<file path="src/rtl/instr_fetch_unit.sv">
// ---------------------------------------------------------------------------
// instr_fetch_unit
//
// Fetch front end for a synchronous 16-bit instruction memory. The PC
// register drives the memory address directly. Returned words are pushed,
// together with their PC, into a small in-order buffer. The buffer head is
// handed to decode over a valid/ready handshake. The block absorbs decode
// stalls and branch redirects.
//
// When the buffer is empty, the word returning from memory is presented
// straight to decode. This gives the first instruction one cycle of latency
// after its address is issued. If decode accepts it in that cycle, the word
// never enters the buffer. The in-flight slot therefore counts toward
// occupancy.
//
// Parameters
//   ADDR_W    PC / memory word-address width
//   DATA_W    instruction width
//   RESET_PC  PC loaded on reset
//   DEPTH     fetch buffer entries (power of two, >= 2)
//
// Ports
//   clk          in   single rising-edge clock
//   reset        in   asynchronous active-high reset
//   mem_addr     out  instruction memory word address (the PC register)
//   mem_data     in   memory read data, valid the cycle after the address
//   instr        out  instruction at the buffer head
//   instr_pc     out  PC of instr
//   instr_valid  out  head is valid
//   instr_ready  in   decode accepts the head
//   redirect     in   flush and restart at redirect_pc
//   redirect_pc  in   restart target
//   halted       out  fetch stopped on an all-ones word
//
// Configuration macro
//   IFETCH_HALT_EN  When this macro is defined, a captured all-ones word
//                   stops fetching and raises halted. When it is undefined,
//                   halted is constantly 0.
// ---------------------------------------------------------------------------
module instr_fetch_unit #(
   parameter int                ADDR_W   = 16,
   parameter int                DATA_W   = 16,
   parameter logic [ADDR_W-1:0] RESET_PC = '0,
   parameter int                DEPTH    = 2
) (
   input  logic              clk,
   input  logic              reset,
   output logic [ADDR_W-1:0] mem_addr,
   input  logic [DATA_W-1:0] mem_data,
   output logic [DATA_W-1:0] instr,
   output logic [ADDR_W-1:0] instr_pc,
   output logic              instr_valid,
   input  logic              instr_ready,
   input  logic              redirect,
   input  logic [ADDR_W-1:0] redirect_pc,
   output logic              halted
);

   localparam int PTR_W = (DEPTH > 1) ? $clog2(DEPTH) : 1;
   localparam int CNT_W = PTR_W + 1;
   localparam int OCC_W = CNT_W + 1;

   logic [ADDR_W-1:0] pc_q, pc_d;
   logic              inflight_q, inflight_d;
   logic [ADDR_W-1:0] inflightPc_q, inflightPc_d;
   logic [PTR_W-1:0]  head_q, head_d;
   logic [PTR_W-1:0]  tail_q, tail_d;
   logic [CNT_W-1:0]  count_q, count_d;
   logic              halted_q, halted_d;

   logic [DATA_W-1:0] bufData_q [DEPTH];
   logic [ADDR_W-1:0] bufPc_q   [DEPTH];

   logic              bufEmpty;
   logic              headIsBypass;
   logic              pop;
   logic              bufPop;
   logic              push;
   logic              issue;
   logic              haltDetect;
   logic [OCC_W-1:0]  occupancyNext;

   // Head selection. A non-empty buffer presents its oldest entry. An empty
   // buffer presents the word returning from memory this cycle, if one is
   // in flight. Otherwise the outputs are zero.
   always_comb begin
      bufEmpty     = (count_q == '0);
      headIsBypass = bufEmpty && inflight_q;
      instr_valid  = !bufEmpty || inflight_q;
      instr        = '0;
      instr_pc     = '0;
      if (!bufEmpty) begin
         instr    = bufData_q[head_q];
         instr_pc = bufPc_q[head_q];
      end else if (inflight_q) begin
         instr    = mem_data;
         instr_pc = inflightPc_q;
      end
   end

   // Halt detection looks at the word being captured this cycle. A redirect
   // in the same cycle wins and discards that word. Without the macro,
   // nothing is ever treated as a halt.
`ifdef IFETCH_HALT_EN
   always_comb begin
      haltDetect = inflight_q && (mem_data == {DATA_W{1'b1}}) && !redirect;
   end
`else
   always_comb begin
      haltDetect = 1'b0;
   end
`endif

   // Issue and buffer-movement decisions.
   // - Occupancy is the buffered words plus the in-flight word. It must stay
   //   within DEPTH after this cycle's pop and a possible new issue.
   // - A captured halt word suppresses the issue at the same edge, so no
   //   word follows it.
   // - The in-flight word is pushed unless decode took it directly from
   //   the bypass path.
   always_comb begin
      pop           = instr_valid && instr_ready;
      bufPop        = pop && !bufEmpty;
      occupancyNext = OCC_W'(count_q) + OCC_W'(inflight_q) - OCC_W'(pop);
      issue         = !redirect && !halted_q && !haltDetect &&
                      (occupancyNext < OCC_W'(DEPTH));
      push          = inflight_q && !redirect && !(headIsBypass && pop);
   end

   // PC and in-flight tracking. Redirect reloads the PC and drops whatever
   // is in flight. An issue advances the PC, wrapping naturally at the
   // address width, and remembers the address just sent to memory.
   always_comb begin
      pc_d         = pc_q;
      inflight_d   = 1'b0;
      inflightPc_d = inflightPc_q;
      if (redirect) begin
         pc_d = redirect_pc;
      end else if (issue) begin
         pc_d         = pc_q + ADDR_W'(1);
         inflight_d   = 1'b1;
         inflightPc_d = pc_q;
      end
   end

   // Buffer pointers, count and halt flag. Redirect empties the buffer and
   // releases a halt. Otherwise, push and pop move independently, so a
   // simultaneous push and pop leave the count unchanged.
   always_comb begin
      head_d   = head_q;
      tail_d   = tail_q;
      count_d  = count_q;
      halted_d = halted_q;
      if (redirect) begin
         head_d   = '0;
         tail_d   = '0;
         count_d  = '0;
         halted_d = 1'b0;
      end else begin
         if (push) begin
            tail_d = tail_q + PTR_W'(1);
         end
         if (bufPop) begin
            head_d = head_q + PTR_W'(1);
         end
         count_d = count_q + CNT_W'(push) - CNT_W'(bufPop);
         if (haltDetect) begin
            halted_d = 1'b1;
         end
      end
   end

   // Control state register. Reset returns everything to the start-up
   // state at once, and any word in flight is forgotten.
   always_ff @(posedge clk or posedge reset) begin
      if (reset) begin
         pc_q         <= RESET_PC;
         inflight_q   <= 1'b0;
         inflightPc_q <= '0;
         head_q       <= '0;
         tail_q       <= '0;
         count_q      <= '0;
         halted_q     <= 1'b0;
      end else begin
         pc_q         <= pc_d;
         inflight_q   <= inflight_d;
         inflightPc_q <= inflightPc_d;
         head_q       <= head_d;
         tail_q       <= tail_d;
         count_q      <= count_d;
         halted_q     <= halted_d;
      end
   end

   // Buffer storage. It needs no reset, because entries are only read once
   // the count says they were written.
   always_ff @(posedge clk) begin
      if (push) begin
         bufData_q[tail_q] <= mem_data;
         bufPc_q[tail_q]   <= inflightPc_q;
      end
   end

   always_comb begin
      mem_addr = pc_q;
      halted   = halted_q;
   end

endmodule
</file>
<file path="config.mk">
export PLATFORM = sky130hd
export DESIGN_NAME = instr_fetch_unit
export DESIGN_NICKNAME = d
export VERILOG_FILES = /design/src/rtl/instr_fetch_unit.sv
export SDC_FILE = /design/constraint.sdc
export NUM_CORES = 1
export LEC_CHECK = 0
export CAP_MARGIN = 0
export CORE_MARGIN = 2
export CORE_UTILIZATION = 50
export CTS_CLUSTER_DIAMETER = 60
export DETAILED_ROUTE_END_ITERATION = 10
export GPL_TIMING_DRIVEN = 0
export PLACE_DENSITY = 0.83
export RECOVER_POWER = 50
export SETUP_SLACK_MARGIN = 0.2
export SLEW_MARGIN = 10
export SYNTH_ARGS = -nofsm -noshare
export SYNTH_HDL_FRONTEND = slang
export SYNTH_SLANG_ARGS = --single-unit
</file>
<file path="constraint.sdc">
create_clock -name clk -period 3.45 [get_ports clk]
set_input_delay 0.69 -clock clk [delete_from_list [all_inputs] [get_ports clk]]
set_output_delay 0.69 -clock clk [all_outputs]
set_load 0.1 [all_outputs]
</file>
==> out/metrics.yaml <==
slowest_stage: "fa_2"
async_reset_ff_frac: 0.366
hold_viol: 0
cpPeakStageDelay_ns: 0.61
grt-ovfl-total: 0
wl_per_cell_um: 17.7
numCtsBuffers: 9
drive_gt1_frac: 0.192
grt_pass1_vias: 3205
grt_max_degree: 38
routabilityCongestion: 0.813
viasPerCell: 5.60
coreArea_um2: 8810
path_delay_family: "simple AND/OR/NAND/NOR gates"
status: "finished clean"
arrival_ns: 3.41
ant_nets: 0
die_area_um2: 9950
antenna_cells: 0
wl_um: 9960
path_cells: "clkbuf_1, or3_2, and3b_1, fa_2, nand3_2, nor4_4, buf_4, nor3b_1, a221o_1"
setup_tns_ns: 0
hold_buffers: 0
ys_seq_area_frac: 0.621
fmax_mhz: 316
maxCapViolations: 0
post-route-min-period_ns: 3.17
drc: 0
clk_pin_slew_ns: 0.09
syn_nets: 389
cp_max_fo: 10
htree_levels: 3
synth.cell_area_um2: 4580
grt_pass1_wl_um: 15900
dpl.hpwl_um: 6660
num_rows: 34
yosys_warnings: 0
postSynthAreaPerCell_um2: 13.1
area_delta_synth_final_pct: 24.8
setup.worst_path.start_class: "flip-flop"
ctsRootBufferMaster: "clkbuf_8"
synth_cell_types: 41
worst-path-buf-inv: 2
dr.first_iter.drc_count: 163
final.period_utilization: 0.918
initial_core_util: 0.521
finClkSkew_ns: 0.00573
ys_seq_elements: 101
pin_count: 86
nFillCells: 655
crit_path_end_kind: "flip-flop"
antenna_found_initial: 0
first_pass_iters: 5
postSynthCellCount: 350
grtUsageTotal: 0.204
finish.utilization: 0.650
final_cell_mix: "edfxtp_1 (64), mux2i_1 (40), dfrtp_1 (37)"
setup_viol: 0
insertion_delay_ns: 0.35
layout_commonest_cell: "edfxtp_1"
synth_edf_count: 64
drv_slew: 0
yosys_most_used_dff: "edfxtp_1"
num_vias: 3146
hold_path.class: "flip-flop to flip-flop"
cp.required_ns: 3.69
cts_tree: "built"
grt_setup_unrepaired: "no"
clk_path_buf_depth: 2
cts.sinks: 101
slew_headroom: 0.0314
worst-setup-path-type: "flip-flop to flip-flop"
nNetsFinal: 488
worst_pin_slew_ns: 1.45
die_height_um: 99.8
port_buffers: 83
die_x_um: 99.8
-- flip-flops by register name (all words and copies together), names as in the netlist --
name / flops
bufPc_q: 32
inflightPc_q: 16
head_q: 1
inflight_q: 1
tail_q: 1
mem_addr: 16
count_q: 2
bufData_q: 32
-- metrics by stage --
step	worst slack, ns	hold WS, ns	std cells	instance area, µm²
2_1_floorplan	-0.404	0.459	350	4590
3_3_place_gp	-0.585	0.478	541	5560
3_5_place_dp	-0.260	0.482	542	5590
4_1_cts	0.214	0.505	561	5690
5_1_grt	0.198	0.538	562	5720
6_report	0.283	0.509	562	5720
-- metal layers --
metal,part of all wire,GRT usage,up-vias,wire [µm]
li1,-,-,1487,-
met1,0.44,0.275,1549,4400
met2,0.50,0.346,101,4970
met3,0.048,0.0316,9,478
met4,0.0098,0.0601,0,98
met5,0,0,-,0
-- area by class of cell --
class                   count  area, µm²  area share
plain buffers              23        130      0.0227
clock buffers              12        145      0.0254
clock inverters             4       46.3     0.00809
inverters                   4       15.0     0.00262
multi-input cells         222       1620       0.283
flip-flops and latches    101       2850       0.498
well taps                 108        135      0.0236
repair buffers             88        781       0.136
-- kinds of logic (layout without fill, tap and decap cells) --
group           Yosys count  count (layout)  synth area share
buf+inv                  27             131            0.0303
compound gates           52              52            0.0609
simple gates             97              97             0.114
xor+xnor                 13              13            0.0289
mux                      56              56             0.134
fa+ha+maj                 3               3           0.00982
flops                   101             101             0.621
other cells               1               1          0.000818
-- synthesized netlist by cell type, types with 5 or more instances --
| library cell | count | area [µm²] |
|---|---|---|
| o21ai_0 | 44 | 220 |
| clkbuf_1 | 12 | 45.0 |
| nor3_1 | 5 | 25.0 |
| nor2b_1 | 6 | 37.5 |
| dfrtp_1 | 37 | 926 |
| mux2_2 | 7 | 78.8 |
| nor2_1 | 8 | 30.0 |
| nand3_1 | 37 | 185 |
| buf_1 | 5 | 18.8 |
| edfxtp_1 | 64 | 1920 |
| mux2i_1 | 40 | 400 |
| nand2_1 | 21 | 78.8 |
| mux2_4 | 9 | 135 |
| xnor2_1 | 8 | 70.1 |
-- final timing paths --
kind	from	end	slack, ns	depth (start not counted)
min in group asynchronous	reset	mem_addr[11]	1.17	2
max in group asynchronous	reset	inflightPc_q[7]	1.45	2
worst max-delay path	inflight_q	mem_addr[9]	0.28	9
worst max register to register	inflight_q	mem_addr[9]	0.28	9
worst min-delay path	inflightPc_q[12]	bufPc_q[0][12]	0.51	0
worst min register to register	inflightPc_q[12]	bufPc_q[0][12]	0.51	0
-- what timing repair did --
| item | in CTS | in global routing |
|---|---|---|
| gates cloned | 0 | 0 |
| setup buffers | 3 | 1 |
| pin swaps | 0 | 2 |
| setup endpoints to repair | 38 | 45 |
| gates resized for setup | 163 | 13 |
Power is not shown: default switching activity piles up to over one toggle a cycle in this logic, so the estimate is an artifact.
